===== src/rtl/pcie_us_cfg_mgmt_arb.sv =====
// pcie_us_cfg_mgmt_arb
//   Round-robin arbiter placing PORTS requesters onto the single cfg_mgmt
//   port of the UltraScale PCIe IP core. The grant is held for one complete
//   read/write transaction. Completion (done pulse plus read data) is
//   registered and routed back to the granted port only.
//
//   Optional feature (macro PCIE_CFG_MGMT_TIMEOUT_EN): abort a transaction
//   that gets no cfg_mgmt_read_write_done within TIMEOUT+1 active cycles.
//   The aborted transaction returns 32'hFFFFFFFF and pulses timeout_error.
//   Without the macro, timeout_error is tied low and no counter exists.
//
// Ports
//   clk, rst                      clock, synchronous active-high reset
//   s_cfg_mgmt_*                  per-port requester side, port i in slice i
//   s_cfg_mgmt_read_data          shared read data, valid with done pulse
//   s_cfg_mgmt_read_write_done    one-cycle done pulse per port
//   cfg_mgmt_*                    IP core side
//   timeout_error                 one-cycle pulse on an aborted transaction
module pcie_us_cfg_mgmt_arb #(
  parameter int PORTS   = 2,
  parameter int TIMEOUT = 1023
) (
  input  logic               clk,
  input  logic               rst,
  input  logic [PORTS*10-1:0] s_cfg_mgmt_addr,
  input  logic [PORTS*8-1:0]  s_cfg_mgmt_function_number,
  input  logic [PORTS-1:0]    s_cfg_mgmt_write,
  input  logic [PORTS*32-1:0] s_cfg_mgmt_write_data,
  input  logic [PORTS*4-1:0]  s_cfg_mgmt_byte_enable,
  input  logic [PORTS-1:0]    s_cfg_mgmt_read,
  output logic [31:0]         s_cfg_mgmt_read_data,
  output logic [PORTS-1:0]    s_cfg_mgmt_read_write_done,
  output logic [9:0]          cfg_mgmt_addr,
  output logic [7:0]          cfg_mgmt_function_number,
  output logic                cfg_mgmt_write,
  output logic [31:0]         cfg_mgmt_write_data,
  output logic [3:0]          cfg_mgmt_byte_enable,
  output logic                cfg_mgmt_read,
  input  logic [31:0]         cfg_mgmt_read_data,
  input  logic                cfg_mgmt_read_write_done,
  output logic                timeout_error
);

  localparam int GW = (PORTS > 1) ? $clog2(PORTS) : 1;

  if (PORTS < 1 || PORTS > 16 || TIMEOUT < 0) begin : g_bad_param
    $error("pcie_us_cfg_mgmt_arb: PORTS must be 1..16 and TIMEOUT >= 0");
  end

  typedef enum logic [1:0] {
    IDLE,
    ACTIVE,
    DONE
  } state_t;

  state_t            state, state_n;
  logic [PORTS-1:0]  req;
  logic [GW-1:0]     last_grant, last_grant_n;
  logic [GW-1:0]     grant, grant_n;
  logic [GW-1:0]     sel, cand;
  logic              sel_valid;

  logic [9:0]        addr_n;
  logic [7:0]        fn_n;
  logic              wr_n, rd_n;
  logic [31:0]       wdata_n;
  logic [3:0]        be_n;
  logic [31:0]       rdata_n;
  logic [PORTS-1:0]  done_n;

`ifdef PCIE_CFG_MGMT_TIMEOUT_EN
  localparam int TW = (TIMEOUT < 1) ? 1 : $clog2(TIMEOUT + 1);
  logic [TW-1:0]     tmo_cnt, tmo_cnt_n;
  logic              tmo_err_n;
`else
  assign timeout_error = 1'b0;
`endif

  // Search starts one past the last granted port, so the port just served
  // has the lowest priority on the next arbitration.
  always_comb begin
    req       = s_cfg_mgmt_read | s_cfg_mgmt_write;
    sel       = '0;
    sel_valid = 1'b0;
    cand      = '0;
    for (int unsigned i = 1; i <= PORTS; i++) begin
      cand = GW'((32'(last_grant) + i) % PORTS);
      if (!sel_valid && req[cand]) begin
        sel       = cand;
        sel_valid = 1'b1;
      end
    end
  end

  always_comb begin
    state_n      = state;
    grant_n      = grant;
    last_grant_n = last_grant;
    addr_n       = cfg_mgmt_addr;
    fn_n         = cfg_mgmt_function_number;
    wr_n         = cfg_mgmt_write;
    rd_n         = cfg_mgmt_read;
    wdata_n      = cfg_mgmt_write_data;
    be_n         = cfg_mgmt_byte_enable;
    rdata_n      = s_cfg_mgmt_read_data;
    done_n       = '0;
`ifdef PCIE_CFG_MGMT_TIMEOUT_EN
    tmo_cnt_n    = tmo_cnt;
    tmo_err_n    = 1'b0;
`endif
    unique case (state)
      IDLE: begin
        if (sel_valid) begin
          grant_n = sel;
          addr_n  = s_cfg_mgmt_addr[32'(sel)*10 +: 10];
          fn_n    = s_cfg_mgmt_function_number[32'(sel)*8 +: 8];
          wdata_n = s_cfg_mgmt_write_data[32'(sel)*32 +: 32];
          be_n    = s_cfg_mgmt_byte_enable[32'(sel)*4 +: 4];
          // Simultaneous read and write on one port forwards only the write.
          wr_n    = s_cfg_mgmt_write[sel];
          rd_n    = s_cfg_mgmt_read[sel] & ~s_cfg_mgmt_write[sel];
          state_n = ACTIVE;
`ifdef PCIE_CFG_MGMT_TIMEOUT_EN
          tmo_cnt_n = TW'(TIMEOUT);
`endif
        end
      end
      ACTIVE: begin
        // Done takes precedence over an expiry in the same cycle.
        if (cfg_mgmt_read_write_done) begin
          rd_n          = 1'b0;
          wr_n          = 1'b0;
          rdata_n       = cfg_mgmt_read_data;
          done_n[grant] = 1'b1;
          last_grant_n  = grant;
          state_n       = DONE;
        end
`ifdef PCIE_CFG_MGMT_TIMEOUT_EN
        else if (tmo_cnt == '0) begin
          rd_n          = 1'b0;
          wr_n          = 1'b0;
          rdata_n       = '1;
          done_n[grant] = 1'b1;
          tmo_err_n     = 1'b1;
          last_grant_n  = grant;
          state_n       = DONE;
        end else begin
          tmo_cnt_n = tmo_cnt - 1'b1;
        end
`endif
      end
      DONE: begin
        // Turnaround cycle: the requester drops its request after seeing done.
        state_n = IDLE;
      end
      default: state_n = IDLE;
    endcase
  end

  always_ff @(posedge clk) begin
    if (rst) begin
      state                      <= IDLE;
      grant                      <= '0;
      last_grant                 <= GW'(PORTS - 1);
      cfg_mgmt_addr              <= '0;
      cfg_mgmt_function_number   <= '0;
      cfg_mgmt_write             <= 1'b0;
      cfg_mgmt_read              <= 1'b0;
      cfg_mgmt_write_data        <= '0;
      cfg_mgmt_byte_enable       <= '0;
      s_cfg_mgmt_read_data       <= '0;
      s_cfg_mgmt_read_write_done <= '0;
`ifdef PCIE_CFG_MGMT_TIMEOUT_EN
      tmo_cnt                    <= '0;
      timeout_error              <= 1'b0;
`endif
    end else begin
      state                      <= state_n;
      grant                      <= grant_n;
      last_grant                 <= last_grant_n;
      cfg_mgmt_addr              <= addr_n;
      cfg_mgmt_function_number   <= fn_n;
      cfg_mgmt_write             <= wr_n;
      cfg_mgmt_read              <= rd_n;
      cfg_mgmt_write_data        <= wdata_n;
      cfg_mgmt_byte_enable       <= be_n;
      s_cfg_mgmt_read_data       <= rdata_n;
      s_cfg_mgmt_read_write_done <= done_n;
`ifdef PCIE_CFG_MGMT_TIMEOUT_EN
      tmo_cnt                    <= tmo_cnt_n;
      timeout_error              <= tmo_err_n;
`endif
    end
  end

endmodule


===== config.mk =====
export PLATFORM = sky130hd
export DESIGN_NAME = pcie_us_cfg_mgmt_arb
export DESIGN_NICKNAME = d
export VERILOG_FILES = /design/src/rtl/pcie_us_cfg_mgmt_arb.sv
export SDC_FILE = /design/constraint.sdc
export NUM_CORES = 1
export LEC_CHECK = 0
export CAP_MARGIN = 5
export CELL_PAD_IN_SITES_DETAIL_PLACEMENT = 1
export CELL_PAD_IN_SITES_GLOBAL_PLACEMENT = 1
export CORE_MARGIN = 2
export CORE_UTILIZATION = 29
export DETAILED_ROUTE_END_ITERATION = 6
export HOLD_SLACK_MARGIN = 0.06
export PLACE_DENSITY = 0.95
export SLEW_MARGIN = 20
export SYNTH_ARGS = -nofsm -noshare
export SYNTH_HDL_FRONTEND = slang
export SYNTH_SLANG_ARGS = --single-unit

===== constraint.sdc =====
create_clock -name clk -period 3.12 [get_ports clk]
set_input_delay 0.624 -clock clk [delete_from_list [all_inputs] [get_ports clk]]
set_output_delay 0.624 -clock clk [all_outputs]
set_load 0.01 [all_outputs]

==> metrics <==
status finished clean; CP startpoint kind input pin; Sw Ratio 0.292; Psw 986 uW; layout cells sized above 1 0.104; Horiz. Die Dim 125 um; Critical Path AT 2.78 ns; Compound-Gate Fraction of Synth Area 0.348; antenna viol nets, final 0; Area Growth Syn to Fin 65.0%; Slowest-stage cell, CP or4_2; # fillers 1648; fraction of the mapped netlist area in adder cells 0; die area 15700 um^2; Critical Path RT 3.33 ns; register area share after synthesis 0.442; Place WS 0.230 ns; post-synthesis mux area share 0; final core utilization 0.487; post_cts resized 0; unique cell type count in the Yosys netlist 28; Final Hold Fails 0; combinational family with the most area after synthesis compound AO/OA/AOI/OAI gates; GRT Total Usage 0.207; num rows 44; Crit Path Class input pin to flip-flop; CTS Sinks 94; Min-Delay Path Class flip-flop to flip-flop; # Max-Cap Violations 0; wire per inst 19.1 um; RSZ-0062 raised after global routing false; I/O pins 238; setup bufs post-CTS 0; H-tree depth 3; internal power consumption 2.39 mW; IR drop worst, VDD 0.217 mV; most frequent cells in the layout clkdlybuf4s50_1, dfxtp_1, a21oi_1; crit path cell chain clkdlybuf4s50_1, or4_2, and2_2, buf_4, a311oi_1; DPL Wire Length 12100 um; Rel. slew slack 0.507; YS warnings 0; worst setup margin 0.544 ns; Reg power frac 0.413; simple-gate share of the synthesized area 0.146; fmax 388 MHz; slew at the pin with the worst max-slew slack 0.740 ns; xor/xnor cell area share of the yosys netlist 0; Final Net Count 843; clock power share 0.298; first-pass GRT wire length 26500 um; Combinational Power Share 0.289; GRT overflow 0; clock latency on the worst-skew pair 0.33 ns; CTS clk-pin slew, worst paths 0.06 ns; Worst setup EP type flip-flop; die height 125 um; LEAKAGE 2.35 nW; Via density 5.34; Final Max Tran Viols 0; port buffer count 236; Antenna Cells 0; Synth Net Count 642; clock root cell clkbuf_16; CP Max Fanout 39; pwr dens 480 nW/um^2; most common cell after layout, fill and taps aside clkdlybuf4s50_1; largest net degree at the start of global routing 59; Max Root-Sink Buffers 2; Setup TNS 0 ns; fin crit period 2.58 ns; Mapped Area 4260 um^2; gpl congestion 0.805; First-pass DRT Iterations 4; WL final 16900 um; Iter 0 DRT Violations 138; CTS Buf Count 9; Tcrit/Tclk final 0.826; Setup violations, final 0; syn_area_per_cell 8.60 um^2; clk_skew 0.00671 ns; post-synthesis cell count 495; initial antenna violation count 0; via count 4729; slowest cell delay on critical path 0.72 ns; Synth Register Bits 94; initial core utilization 0.295; residual DRC count 0; Core Box Area 14400 um^2; hold buffers post-CTS 0; CTS tree done; number of global-route vias before repair 5161
-- cell usage after synthesis --
cell / count / area (um^2)
o21ai_1: 9 / 45.0
a311oi_2: 38 / 571
nand3_1: 55 / 275
buf_6: 5 / 56.3
or2_2: 1 / 6.26
dfxtp_1: 94 / 1880
buf_4: 1 / 7.51
buf_2: 3 / 15.0
a21boi_0: 1 / 7.51
o32ai_1: 1 / 8.76
and2_1: 2 / 12.5
or4_1: 1 / 7.51
nor3b_1: 1 / 7.51
clkbuf_1: 49 / 184
nor2_1: 4 / 15.0
and3b_1: 1 / 8.76
nand2_1: 66 / 248
nand3b_1: 5 / 37.5
a21oi_1: 88 / 440
inv_1: 1 / 3.75
a21bo_2: 1 / 10.0
conb_1: 1 / 3.75
a311oi_1: 16 / 140
o21a_1: 1 / 7.51
nor3_1: 1 / 5.00
o22ai_1: 2 / 12.5
o32a_1: 1 / 10.0
o21ai_0: 46 / 230
-- stage by stage --
step | power (mW) | hold slack [ns] | std cells | instance area, um^2
global placement | 2.35 | 0.441 | 869 | 6760
finish | 3.37 | 0.457 | 885 | 7020
detailed placement | 2.40 | 0.453 | 869 | 6760
CTS | 3.41 | 0.463 | 885 | 7020
global route | 3.54 | 0.478 | 885 | 7020
floorplan | 1.85 | 0.430 | 495 | 4260
-- critical path, delay by kind of cell --
kind,cells,cell delay [ns]
AO/OA/AOI/OAI,1,0.39
buffers and inverters,2,0.79
AND/OR/NAND/NOR,2,0.95
-- layout make-up --
cell class / instances / area [um^2] / area share
inverter: 1 / 3.75 / 0.000534
multi-input combinational: 342 / 2140 / 0.305
sequential: 94 / 1880 / 0.268
clock inverter: 4 / 22.5 / 0.00321
timing repair buffer: 248 / 2500 / 0.356
clock buffer: 12 / 246 / 0.0351
tap: 184 / 230 / 0.0328
-- power by group through the flow --
stage / clock (mW) / sequential [mW] / combinational [mW]
6_report: 1.01 / 1.39 / 0.975
5_1_grt: 1.09 / 1.40 / 1.04
4_1_cts: 1.04 / 1.39 / 0.982
3_5_place_dp: 0 / 1.42 / 0.979
3_3_place_gp: 0 / 1.41 / 0.939
2_1_floorplan: 0 / 1.45 / 0.401
-- logic make-up (layout without fill, tap and decap cells) --
group	after synthesis	count (layout)
simple gates	137	137
compound gates	204	204
other cells	1	1
buf+inv	59	265
flops	94	94
-- registers in the layout (all words and copies together) (netlist names) --
| signal | cells |
|---|---|
| cfg_mgmt_addr | 10 |
| cfg_mgmt_function_number | 8 |
| s_cfg_mgmt_read_data | 32 |
| s_cfg_mgmt_read_write_done | 2 |
| cfg_mgmt_read | 1 |
| cfg_mgmt_byte_enable | 4 |
| grant | 1 |
| cfg_mgmt_write_data | 32 |
| cfg_mgmt_write | 1 |
| state | 2 |
| last_grant | 1 |
-- routing by layer --
| metal | global-route usage | share of wire | vias up |
|---|---|---|---|
| met1 | 0.227 | 0.40 | 2269 |
| met3 | 0.0505 | 0.060 | 41 |
| met4 | 0.0882 | 0.030 | 0 |
| li1 | - | - | 2227 |
| met5 | 0 | 0 | - |
| met2 | 0.378 | 0.51 | 192 |
-- path summary, 6_finish.rpt --
kind	cells after the start	from	end	slack, ns
hold / removal	2	s_cfg_mgmt_read_data[17]$_SDFFE_PP0N_	s_cfg_mgmt_read_data[17]$_SDFFE_PP0N_	0.46
hold reg to reg	2	s_cfg_mgmt_read_data[17]$_SDFFE_PP0N_	s_cfg_mgmt_read_data[17]$_SDFFE_PP0N_	0.46
setup / recovery	5	s_cfg_mgmt_write[0]	cfg_mgmt_function_number[5]$_SDFFE_PP0P_	0.54
setup reg to reg	4	last_grant$_SDFFE_PP1N_	cfg_mgmt_function_number[5]$_SDFFE_PP0P_	1.27
Note: power is estimated with default switching activity, not from simulation.
